[config.mk]
export PLATFORM = sky130hd
export DESIGN_NAME = ex
export DESIGN_NICKNAME = d
export VERILOG_FILES = /design/src/rtl/ex_pkg.sv /design/src/rtl/ex_div.sv /design/src/rtl/ex.sv
export SDC_FILE = /design/constraint.sdc
export NUM_CORES = 1
export LEC_CHECK = 0
export CAP_MARGIN = 15
export CELL_PAD_IN_SITES_DETAIL_PLACEMENT = 1
export CELL_PAD_IN_SITES_GLOBAL_PLACEMENT = 1
export CORE_MARGIN = 3
export CORE_UTILIZATION = 43
export CTS_CLUSTER_DIAMETER = 80
export DETAILED_ROUTE_END_ITERATION = 8
export GPL_ROUTABILITY_DRIVEN = 0
export MAX_ROUTING_LAYER = met4
export PLACE_DENSITY = 0.84
export SYNTH_ARGS = -nofsm -noshare
export SYNTH_HDL_FRONTEND = slang
export SYNTH_SLANG_ARGS = --single-unit
export TNS_END_PERCENT = 5
[constraint.sdc]
create_clock -name clk -period 8.7 [get_ports clk]
set_input_delay 1.74 -clock clk [delete_from_list [all_inputs] [get_ports clk]]
set_output_delay 1.74 -clock clk [all_outputs]
set_load 0.05 [all_outputs]
[src/rtl/ex_pkg.sv]
// Shared opcode/class encodings and divider state type for the execute stage.
package ex_pkg;
    localparam int REG_W = 32;

    localparam logic [2:0] SEL_NOP   = 3'b000;
    localparam logic [2:0] SEL_LOGIC = 3'b001;
    localparam logic [2:0] SEL_SHIFT = 3'b010;
    localparam logic [2:0] SEL_ARITH = 3'b100;

    localparam logic [7:0] OP_NOP  = 8'h00;
    localparam logic [7:0] OP_OR   = 8'h25;
    localparam logic [7:0] OP_AND  = 8'h24;
    localparam logic [7:0] OP_XOR  = 8'h26;
    localparam logic [7:0] OP_NOR  = 8'h27;
    localparam logic [7:0] OP_SLL  = 8'h7C;
    localparam logic [7:0] OP_SRL  = 8'h02;
    localparam logic [7:0] OP_SRA  = 8'h03;
    localparam logic [7:0] OP_ADD  = 8'h20;
    localparam logic [7:0] OP_ADDU = 8'h21;
    localparam logic [7:0] OP_SUB  = 8'h22;
    localparam logic [7:0] OP_SUBU = 8'h23;
    localparam logic [7:0] OP_SLT  = 8'h2A;
    localparam logic [7:0] OP_SLTU = 8'h2B;
    localparam logic [7:0] OP_DIV  = 8'h1A;
    localparam logic [7:0] OP_DIVU = 8'h1B;

    typedef enum logic [1:0] {
        DIV_IDLE = 2'd0,
        DIV_BUSY = 2'd1,
        DIV_DONE = 2'd2
    } div_state_e;

    function automatic logic [REG_W-1:0] neg32(input logic [REG_W-1:0] v);
        return ~v + 32'd1;
    endfunction
endpackage

[src/rtl/ex_div.sv]
// Multi-cycle restoring divider: one quotient bit per BUSY cycle, signs
// applied on the last iteration so DONE presents final HI/LO values.
module ex_div
    import ex_pkg::*;
#(
    parameter int DIV_CYCLES = 32
) (
    input  logic        clk,
    input  logic        rst,
    input  logic        start_i,
    input  logic        signed_div_i,
    input  logic [31:0] opdata1_i,
    input  logic [31:0] opdata2_i,
    input  logic        annul_i,
    input  logic        hold_i,
    output logic [63:0] result_o,
    output logic        ready_o,
    output logic        busy_o
);
    localparam int CNT_W = $clog2(DIV_CYCLES + 1);

    div_state_e       state_q;
    logic [63:0]      dq_q;      // {partial remainder, quotient}
    logic [31:0]      dvs_q;
    logic [CNT_W-1:0] cnt_q;
    logic             negq_q, negr_q;

    logic [31:0] mag1, mag2, q_fix, r_fix;
    logic [32:0] trial;
    logic [63:0] step_d;

    always_comb begin
        mag1   = (signed_div_i && opdata1_i[31]) ? neg32(opdata1_i) : opdata1_i;
        mag2   = (signed_div_i && opdata2_i[31]) ? neg32(opdata2_i) : opdata2_i;
        trial  = dq_q[63:31] - {1'b0, dvs_q};
        step_d = trial[32] ? {dq_q[62:0], 1'b0} : {trial[31:0], dq_q[30:0], 1'b1};
        q_fix  = negq_q ? neg32(step_d[31:0])  : step_d[31:0];
        r_fix  = negr_q ? neg32(step_d[63:32]) : step_d[63:32];
    end

    always_ff @(posedge clk or negedge rst) begin
        if (!rst) begin
            state_q <= DIV_IDLE;
            dq_q    <= '0;
            dvs_q   <= '0;
            cnt_q   <= '0;
            negq_q  <= 1'b0;
            negr_q  <= 1'b0;
        end else if (annul_i) begin
            state_q <= DIV_IDLE;
        end else begin
            case (state_q)
                DIV_IDLE: if (start_i) begin
                    if (opdata2_i == '0) begin
                        dq_q    <= {opdata1_i, 32'hFFFF_FFFF};
                        state_q <= DIV_DONE;
                    end else begin
                        dq_q    <= {32'd0, mag1};
                        dvs_q   <= mag2;
                        cnt_q   <= '0;
                        negq_q  <= signed_div_i && (opdata1_i[31] ^ opdata2_i[31]);
                        negr_q  <= signed_div_i && opdata1_i[31];
                        state_q <= DIV_BUSY;
                    end
                end
                DIV_BUSY: begin
                    if (cnt_q == CNT_W'(DIV_CYCLES - 1)) begin
                        dq_q    <= {r_fix, q_fix};
                        state_q <= DIV_DONE;
                    end else begin
                        dq_q  <= step_d;
                        cnt_q <= cnt_q + 1'b1;
                    end
                end
                DIV_DONE: if (!hold_i) state_q <= DIV_IDLE;
                default:  state_q <= DIV_IDLE;
            endcase
        end
    end

    assign result_o = dq_q;
    assign ready_o  = (state_q == DIV_DONE);
    assign busy_o   = (state_q == DIV_BUSY);
endmodule

[src/rtl/ex.sv]
// Execute stage: single-cycle ALU with overflow-suppressed writes, plus the
// HI/LO divide path and the pipeline stall request it needs.
module ex
    import ex_pkg::*;
#(
    parameter int DIV_CYCLES = 32
) (
    input  logic        clk,
    input  logic        rst,
    input  logic [7:0]  aluop_i,
    input  logic [2:0]  alusel_i,
    input  logic [31:0] reg1_i,
    input  logic [31:0] reg2_i,
    input  logic [4:0]  wd_i,
    input  logic        wreg_i,
    input  logic        stall_i,
    input  logic        flush_i,
    output logic [4:0]  wd_o,
    output logic        wreg_o,
    output logic [31:0] wdata_o,
    output logic        whilo_o,
    output logic [31:0] hi_o,
    output logic [31:0] lo_o,
    output logic        stallreq_o
);
    logic [31:0] logic_res, shift_res, arith_res, res, sum, diff;
    logic        ovf, is_div, div_ready, div_busy;
    logic [63:0] div_res;

    always_comb begin
        sum  = reg1_i + reg2_i;
        diff = reg1_i - reg2_i;

        logic_res = '0;
        case (aluop_i)
            OP_OR:   logic_res = reg1_i | reg2_i;
            OP_AND:  logic_res = reg1_i & reg2_i;
            OP_XOR:  logic_res = reg1_i ^ reg2_i;
            OP_NOR:  logic_res = ~(reg1_i | reg2_i);
            default: logic_res = '0;
        endcase

        shift_res = '0;
        case (aluop_i)
            OP_SLL:  shift_res = reg2_i << reg1_i[4:0];
            OP_SRL:  shift_res = reg2_i >> reg1_i[4:0];
            OP_SRA:  shift_res = $signed(reg2_i) >>> reg1_i[4:0];
            default: shift_res = '0;
        endcase

        arith_res = '0;
        case (aluop_i)
            OP_ADD, OP_ADDU: arith_res = sum;
            OP_SUB, OP_SUBU: arith_res = diff;
            OP_SLT:  arith_res = {31'd0, $signed(reg1_i) < $signed(reg2_i)};
            OP_SLTU: arith_res = {31'd0, reg1_i < reg2_i};
            default: arith_res = '0;
        endcase

        res = '0;
        case (alusel_i)
            SEL_LOGIC: res = logic_res;
            SEL_SHIFT: res = shift_res;
            SEL_ARITH: res = arith_res;
            default:   res = '0;
        endcase

        // Signed overflow: result sign disagrees with the operand sign(s) it should follow.
        ovf = ((aluop_i == OP_ADD) && (reg1_i[31] == reg2_i[31]) && (sum[31]  != reg1_i[31])) ||
              ((aluop_i == OP_SUB) && (reg1_i[31] != reg2_i[31]) && (diff[31] != reg1_i[31]));
        is_div = (aluop_i == OP_DIV) || (aluop_i == OP_DIVU);
    end

    ex_div #(.DIV_CYCLES(DIV_CYCLES)) u_div (
        .clk          (clk),
        .rst          (rst),
        .start_i      (is_div),
        .signed_div_i (aluop_i == OP_DIV),
        .opdata1_i    (reg1_i),
        .opdata2_i    (reg2_i),
        .annul_i      (flush_i),
        .hold_i       (stall_i),
        .result_o     (div_res),
        .ready_o      (div_ready),
        .busy_o       (div_busy)
    );

    // Outputs are forced low while reset is held, combinational paths included.
    assign wd_o       = rst ? wd_i : '0;
    assign wreg_o     = rst & wreg_i & ~ovf & ~is_div;
    assign wdata_o    = rst ? res : '0;
    assign whilo_o    = rst & div_ready & ~flush_i;
    assign hi_o       = (rst && div_ready) ? div_res[63:32] : '0;
    assign lo_o       = (rst && div_ready) ? div_res[31:0]  : '0;
    assign stallreq_o = rst & (div_busy | (is_div & ~div_busy & ~div_ready));
endmodule

==> results of run 1 <==
==> cells in the mapped netlist (37+ instances only) <==
cell type  instances
a21oi_1          182
a31oi_1           39
and2_1            79
clkbuf_1         139
dfrtp_1          106
ha_1             133
inv_1            148
mux2i_1          119
nand2_1          275
nand3_1           41
nor2_1           255
nor3_1            75
o21ai_0          289
o22ai_1           52
o31ai_1           37
xnor2_1          166
xor2_1            40
==> tightest hold or removal path: cells and delay by family (launching register included) <==
family / cells / cell delay, ns
AOI/OAI and AO/OA: 1 / 0.06
and+or+nand+nor: 1 / 0.06
DFF: 1 / 0.39
==> per-stage QoR <==
step           utilization [%]  cell area [µm²]  cells
3_3_place_gp              49.6            21100   3345
3_5_place_dp              49.6            21100   3345
2_1_floorplan                -            18800   2705
6_report                  50.3            21400   3362
5_1_grt                   50.3            21400   3362
4_1_cts                   50.3            21400   3361
==> state kept, by name, summed over array words and instances (netlist names) <==
register,flops
u_div.result_o,64
u_div.state_q,2
u_div.negr_q,1
u_div.dvs_q,32
u_div.negq_q,1
u_div.cnt_q,6
==> metal layers <==
| layer | share of wire [%] | vias to the layer above | global-route usage (%) |
|---|---|---|---|
| met5 | 0 | - | - |
| met4 | 4.7 | 0 | 15.4 |
| met3 | 9.1 | 233 | 4.83 |
| met2 | 46 | 1167 | 57.8 |
| met1 | 40 | 10700 | 45.4 |
| li1 | - | 9835 | - |
==> cells by family after synthesis <==
group / share of synthesized area [%]
multiplexers: 7.84
adder cells (fa/ha/maj): 9.23
AO/OA/AOI/OAI: 29.9
XOR/XNOR: 9.60
flip-flops: 14.1
buffers and inverters: 6.72
AND/OR/NAND/NOR: 22.6
==> power breakdown <==
part	internal [µW]	switching (µW)	total, µW
sequential	555	88.4	644
clock	206	224	430
combinational	515	896	1410
total	1280	1210	2480
==> layout make-up <==
| cell class | count | area, µm² | share of cell area, % |
|---|---|---|---|
| Clock buffer | 9 | 225 | 1.05 |
| Multi-Input combinational cell | 2267 | 14900 | 69.6 |
| Timing Repair Buffer | 244 | 2260 | 10.5 |
| Inverter | 152 | 571 | 2.66 |
| Sequential cell | 106 | 2650 | 12.4 |
| Tap cell | 577 | 722 | 3.37 |
| Clock inverter | 7 | 77.6 | 0.362 |
==> worst max-delay path by stage <==
stage / slack, ns / endpoint / depth (start not counted) / from
after floorplan: 0.92 / wdata_o[30] / 17 / reg1_i[2]
after global placement: 0.32 / wdata_o[28] / 16 / reg2_i[2]
after detailed placement: 0.30 / wdata_o[28] / 16 / reg2_i[2]
after CTS: 0.28 / wdata_o[28] / 16 / reg2_i[2]
after global routing: 0.08 / wdata_o[22] / 15 / reg2_i[2]
final: 0.43 / wdata_o[0] / 15 / reg2_i[14]
==> cell usage in the layout (no fill, tap or decap), types with 106 or more instances in the layout <==
cell type	instances
mux2i_1	119
ha_1	133
o21ai_0	288
dfrtp_1	106
inv_1	147
nor2_1	253
xnor2_1	166
clkdlybuf4s50_1	168
nand2_1	275
a21oi_1	182
==> flow_summary.yaml, run 1 <==
clock_network:
  clock_latency_ns: 0.38
  tritoncts: "yes"
  cts_buffers: 9
  ctsResizeCount: 0
  cts_root_buf: "clkbuf_16"
  clkSinkCount: 106
  ctsHoldBuffers: 0
  clk_path_buf_depth: 2
  path_clk_slew_ns: 0.09
  post_cts_buffers: 0
  htreeDepth: 3
timing:
  worstMarginPinSlew_ns: 1.12
  clock.fmax_mhz: 121
  setup-tns-final_ns: 0
  rsz0062_at_grt: "false"
  finalCriticalPeriod_ns: 8.27
  final.setup_skew_ns: 0.0167
  hold_viol: 0
  maxSlewViolCount: 0
  setup_slack_ns: 0.434
  fin_crit_sh_pct: 95.0
  whs_ns: 0.540
  relSlewSlack_pct: 25.1
  setup_viol: 0
final_layout:
  num_antenna_cells: 0
  drive_above_1_share_pct: 5.71
  finalNetCount: 3001
  num-fill-cells: 5539
  area_growth_syn_to_layout_pct: 14.1
pwr:
  finalPower_uw: 2480
  peakVddDrop_v: 0.0000909
  power_per_cell_area_nw_per_um2: 116
  total_leakage_power_uw: 0.00892
drt:
  num_vias: 22000
  via_per_inst: 6.53
  dr.pass1.iters: 6
  routedWlPerCell_um: 25.1
  antenna_left: 0
  drc: 0
  drt_iter0_drc: 2033
  routed_wl_um: 84400
critical_path:
  crit_family: "buffers and inverters"
  cp-end-kind: "output port"
  r2r-start: "u_div.result_o[31]"
  crit_required_ns: 6.96
  max_stage_delay_ns: 0.78
  crit_buf_inv: 3
  reg2regPathDepth: 21
  rr_endpoint: "u_div.result_o[54]"
  ff2ff_setup_slack_ns: 2.45
  worst_ep_arrival_time_ns: 6.53
  worst_path_max_delay_cell: "clkdlybuf4s50_1"
  path_class: "in -> out"
  path_max_fanout: 11
  crit_path_start_kind: "primary input"
  path_cells: "clkdlybuf4s50_1 > inv_1 > ha_1 > or3_1 > nor3_1 > o21ai_0 > o211ai_1 > o21ba_2 > o21ai_0 > a221o_1 > a21oi_1 > o31ai_1 > a211oi_1 > or3_1 > clkdlybuf4s50_1"
synth:
  synth.yosys.seq_area_share_pct: 14.1
  syn_nets: 2926
  ys_types: 90
  synthTopCellsByArea: "dfrtp_1 14%, ha_1 8.9%, xnor2_1 7.7%"
  synth_seq_cells: 106
  avgSynthCellArea_um2: 6.95
  synth_top_area_share_pct: 14.1
  synth_area_leader_cell: "dfrtp_1"
  ys.flop_type: "dfrtp_1"
  synth_cells: 2705
  async_flop_share_pct: 100
  synth_edf_count: 0
  yosys_warnings: 0
  netlist_area_um2: 18800
run:
  cap_violations: 0
floorplanning:
  die_h_um: 215
  dieArea_um2: 46300
  core_area_um2: 42600
  rows: 75
  die_w_um: 215
  boundaryPins: 189
  start_util_pct: 44.1
global_routing:
  track_usage_pct: 35.9
  grt_pass1_wl_um: 130000
  grt_max_degree: 79
  antenna_found_initial: 1
  grt_pass1_vias: 22000
  grt.overflow.total: 0
placement:
  post-place-ws_ns: 0.303
  port_buffers: 188
  dp_hpwl_um: 65800
hold_path:
  hp-class: "reg -> reg"
  min_from: "u_div.result_o[30]"
  min_to: "u_div.result_o[30]"
  hold_depth: 2
status:
  outcome: "completed"
Power figures use the tool's default switching activity.
==> run 2: changes to the inputs <==
Clock period 8.7 ns to 7.8 ns, I/O delays scaled along.
==> run 2 against run 1 <==
Against the previous run: critical path depth rose by 1; sequential share of layout area fell by 0.22 points; via count grew 0.95%; cell count grew 0.68%; critical path type unchanged; highest routed layer unchanged.
==> flow_summary.yaml, run 2 (synthesized netlist as in run 1, its figures left out) <==
hold_path:
  min_from: "u_div.result_o[30]"
  hp-class: "reg -> reg"
global_routing:
  grt.overflow.total: 0
  antenna_found_initial: 1
  track_usage_pct: 36.5
  grt_pass1_vias: 22600
  grt_pass1_wl_um: 131000
  grt_max_degree: 79
pwr:
  peakVddDrop_v: 0.000145
  total_leakage_power_uw: 0.00910
  power_per_cell_area_nw_per_um2: 128
final_layout:
  area_growth_syn_to_layout_pct: 16.2
  mostFrequentLayoutCells: "288 x o21ai_0, 275 x nand2_1, 253 x nor2_1"
  fin_util_pct: 51.3
  num-fill-cells: 5525
  finalNetCount: 3024
  drive_above_1_share_pct: 7.34
  final_common_cell: "o21ai_0"
  final_cells: 3385
  num_antenna_cells: 0
  largest_reg_flops: 64
critical_path:
  crit_path_start_kind: "primary input"
  r2r-start: "u_div.result_o[31]"
  worst_ep_arrival_time_ns: 6.03
  cp-startpoint: "reg2_i[0]"
  path_class: "in -> out"
  path_max_fanout: 3
  cp-end-kind: "output port"
  crit_required_ns: 6.24
clock_network:
  clk_path_buf_depth: 2
  post_cts_buffers: 0
  clkSinkCount: 106
  clock_latency_ns: 0.39
  htreeDepth: 3
  path_clk_slew_ns: 0.09
  ctsHoldBuffers: 0
  tritoncts: "yes"
  cts_root_buf: "clkbuf_16"
  cts_buffers: 9
  ctsResizeCount: 0
floorplanning:
  start_util_pct: 44.1
  core_area_um2: 42600
  die_h_um: 215
  boundaryPins: 189
  die_w_um: 215
  dieArea_um2: 46300
  rows: 75
drt:
  dr.pass1.iters: 5
  via_per_inst: 6.55
  antenna_left: 0
  routedWlPerCell_um: 25.4
  drt_iter0_drc: 2268
  num_vias: 22200
  routed_wl_um: 86100
  drc: 0
timing:
  relSlewSlack_pct: 23.0
  clock.fmax_mhz: 132
  whs_ns: 0.535
  setup_slack_ns: 0.213
  fin_crit_sh_pct: 97.3
  maxSlewViolCount: 0
  setup_viol: 0
  setup-tns-final_ns: 0
  finalCriticalPeriod_ns: 7.59
  final.setup_skew_ns: 0.0226
  worstMarginPinSlew_ns: 1.13
  hold_viol: 0
  rsz0062_at_grt: "false"
placement:
  dp.cells: 3368
  dp_hpwl_um: 66900
  port_buffers: 188
  post-place-ws_ns: 0.352
run:
  cap_violations: 0
status:
  outcome: "completed"
==> run 2: cell count changes in the layout (fill, tap and decap cells not counted), moves of 2 or more <==
cell / delta
buf_12: +22
clkdlybuf4s50_1: -22
inv_6: +2
buf_4: +24
dlymetal6s2s_1: -2
inv_8: -2
==> run 2: cell type report <==
| type | count | area (µm²) | share of cell area, % |
|---|---|---|---|
| multi-input combinational | 2267 | 14900 | 68.4 |
| timing repair buffer | 267 | 2670 | 12.2 |
| sequential | 106 | 2650 | 12.1 |
| tap | 577 | 722 | 3.31 |
| inverter | 152 | 571 | 2.61 |
| clock buffer | 9 | 225 | 1.03 |
| clock inverter | 7 | 68.8 | 0.315 |
==> run 2: worst max-delay path: stages <==
cell and delay, ns:
clkdlybuf4s50_1 0.46, ha_1 0.26, fa_1 0.42, a21oi_1 0.20, o21bai_1 0.13, a2111oi_0 0.68, o41a_1 0.31, o311ai_0 0.21
o211ai_1 0.25, nand4b_1 0.20, o21ai_0 0.13, a2111o_1 0.42, o21ai_0 0.11, xor2_1 0.29, o22ai_1 0.17, buf_12 0.21
==> run 2: final timing paths <==
path | slack [ns] | cells past startpoint | end
setup / recovery | 0.21 | 16 | wdata_o[30]
hold reg to reg | 0.53 | 2 | u_div.result_o[30]
hold / removal | 0.53 | 2 | u_div.result_o[30]
setup reg to reg | 1.96 | 21 | u_div.result_o[60]
min in group asynchronous | 1.44 | 2 | u_div.result_o[16]
max in group asynchronous | 5.07 | 3 | u_div.dvs_q[7]
==> run 2: layer usage <==
metal | wire [µm] | GRT usage [%] | vias up
met5 | 0 | - | -
met2 | 38900 | 57.8 | 1153
met1 | 34700 | 46.0 | 10800
met3 | 7740 | 5.31 | 281
met4 | 4730 | 17.4 | 0
li1 | - | - | 9890
==> run 2: report_power, final <==
part	leakage (µW)	internal, µW	switching (µW)
Sequential	0.00131	620	101
Combinational	0.00765	587	1010
Clock	0.000143	226	250
Total	0.00910	1430	1360
==> run 2: through the flow <==
step	total power, µW	instance area [µm²]
after floorplan	1770	18800
after global placement	2200	21500
after detailed placement	2270	21500
after CTS	2750	21800
after global routing	2950	21800
final	2790	21800
==> run 3: changes to the inputs <==
Settings changed: SETUP_SLACK_MARGIN set to 0.5.
==> run 3 against run 2 <==
Against the previous run: routed wire length rose by 0.72%; via count increased by 0.56%; clock power about the same; critical path depth increased by 1; critical path type unchanged; highest routed layer unchanged.
==> flow_summary.yaml, run 3 (synthesized netlist as in run 1, its figures left out) <==
pwr:
  finalPower_uw: 2810
  total_leakage_power_uw: 0.00912
  power_per_cell_area_nw_per_um2: 128
  peakVddDrop_v: 0.000115
global_routing:
  antenna_found_initial: 2
  grt_pass1_wl_um: 133000
  grt.overflow.total: 0
  track_usage_pct: 36.9
  grt_max_degree: 90
  grt_pass1_vias: 22500
critical_path:
  crit_buf_inv: 5
  crit_family: "compound AO/OA/AOI/OAI gates"
  worst_ep_arrival_time_ns: 5.67
  crit_required_ns: 6.24
  r2r-start: "u_div.result_o[31]"
  crit_path_start_kind: "primary input"
  max_stage_delay_ns: 0.61
  path_max_fanout: 9
  cp-end-kind: "output port"
  cpMostUsedCell: "buf_4"
  path_cells: "clkdlybuf4s50_1 > inv_1 > ha_2 > and3_1 > a211oi_1 > o21bai_1 > o41ai_2 > buf_4 > o31a_1 > o31ai_1 > buf_4 > a221oi_1 > nor2_1 > a31oi_1 > xnor2_1 > o22ai_1 > buf_12"
  cp-startpoint: "reg1_i[5]"
  path_class: "in -> out"
  worst_path_max_delay_cell: "clkdlybuf4s50_1"
drt:
  drc: 0
  drt_iter0_drc: 2322
  dr.pass1.iters: 7
  routed_wl_um: 86700
  antenna_left: 0
  num_vias: 22300
  routedWlPerCell_um: 25.6
  via_per_inst: 6.58
run:
  cap_violations: 0
clock_network:
  path_clk_slew_ns: 0.09
  htreeDepth: 3
  ctsHoldBuffers: 0
  cts_buffers: 9
  cts_root_buf: "clkbuf_16"
  clk_path_buf_depth: 2
  tritoncts: "yes"
  clkSinkCount: 106
  clock_latency_ns: 0.38
hold_path:
  min_from: "u_div.cnt_q[0]"
  hp-class: "reg -> reg"
placement:
  dp_hpwl_um: 67000
  port_buffers: 188
  dp.cells: 3368
  post-place-ws_ns: 0.189
timing:
  finalCriticalPeriod_ns: 7.23
  setup_viol: 0
  relSlewSlack_pct: 27.1
  rsz0062_at_grt: "true"
  worstMarginPinSlew_ns: 1.07
  final.setup_skew_ns: 0.0193
  fin_crit_sh_pct: 92.7
  maxSlewViolCount: 0
  hold_viol: 0
  setup_slack_ns: 0.568
  clock.fmax_mhz: 138
  setup-tns-final_ns: 0
final_layout:
  largest_reg_flops: 64
  final_cells: 3387
  area_growth_syn_to_layout_pct: 16.7
  final_common_cell: "o21ai_0"
  drive_above_1_share_pct: 7.87
  num-fill-cells: 5500
  finalNetCount: 3024
  mostFrequentLayoutCells: "286 x o21ai_0, 275 x nand2_1, 253 x nor2_1"
floorplanning:
  die_w_um: 215
  core_area_um2: 42600
  die_h_um: 215
  rows: 75
  start_util_pct: 44.1
  boundaryPins: 189
  dieArea_um2: 46300
status:
  outcome: "completed"
[run 3: cell count changes in the layout (fill, tap and decap cells not counted), sizes merged]
cell / change
dlymetal6s2s: +1
clkdlybuf4s50: -3
dlygate4sd2: +2
diode: +2
inv: -1
clkinv: +1
[run 3: routing by layer]
metal	vias up	global-route usage [%]	wire [µm]
met2	1153	57.9	39100
met4	0	16.8	4660
met5	-	-	0
met3	289	6.16	8030
met1	10900	46.7	34900
li1	9909	-	-
[run 3: final cells by class]
type                       instances  area (µm²)  share of cell area [%]
antenna                            2        5.00                  0.0228
tap                              577         722                    3.29
sequential                       106        2650                    12.1
timing repair buffer             267        2650                    12.1
clock buffer                       9         225                    1.03
inverter                         152         571                    2.60
multi-input combinational       2267       15000                    68.5
clock inverter                     7        80.1                   0.365
[run 3: per-stage QoR]
| stage | area, µm² | util (%) | hold slack, ns |
|---|---|---|---|
| 2_1_floorplan | 18800 | - | 0.472 |
| 3_3_place_gp | 21500 | 50.5 | 0.500 |
| 3_5_place_dp | 21500 | 50.5 | 0.514 |
| 4_1_cts | 21800 | 51.3 | 0.526 |
| 5_1_grt | 21900 | 51.5 | 0.561 |
| 6_report | 21900 | 51.5 | 0.529 |
[run 3: power breakdown]
| group | leakage [µW] | switching (µW) | total [µW] | internal (µW) |
|---|---|---|---|---|
| combinational | 0.00767 | 1020 | 1610 | 591 |
| sequential | 0.00131 | 104 | 724 | 620 |
| clock | 0.000146 | 247 | 476 | 229 |
| total | 0.00912 | 1380 | 2810 | 1440 |
[run 3: what timing repair did]
| action | 4_1_cts | 5_1_grt |
|---|---|---|
| setup buffers | 0 | 1 |
| resized for setup | 7 | 18 |
| pin swaps | 0 | 1 |
| endpoints found under the setup margin | 10 | 13 |
[run 3: final timing paths]
kind / slack [ns] / cells after the start / end
max: 0.57 / 17 / wdata_o[27]
min: 0.53 / 1 / u_div.cnt_q[0]
max reg2reg: 1.91 / 21 / u_div.result_o[60]
min reg2reg: 0.53 / 1 / u_div.cnt_q[0]
max in group asynchronous: 5.07 / 3 / u_div.dvs_q[7]
min in group asynchronous: 1.43 / 2 / u_div.result_o[27]
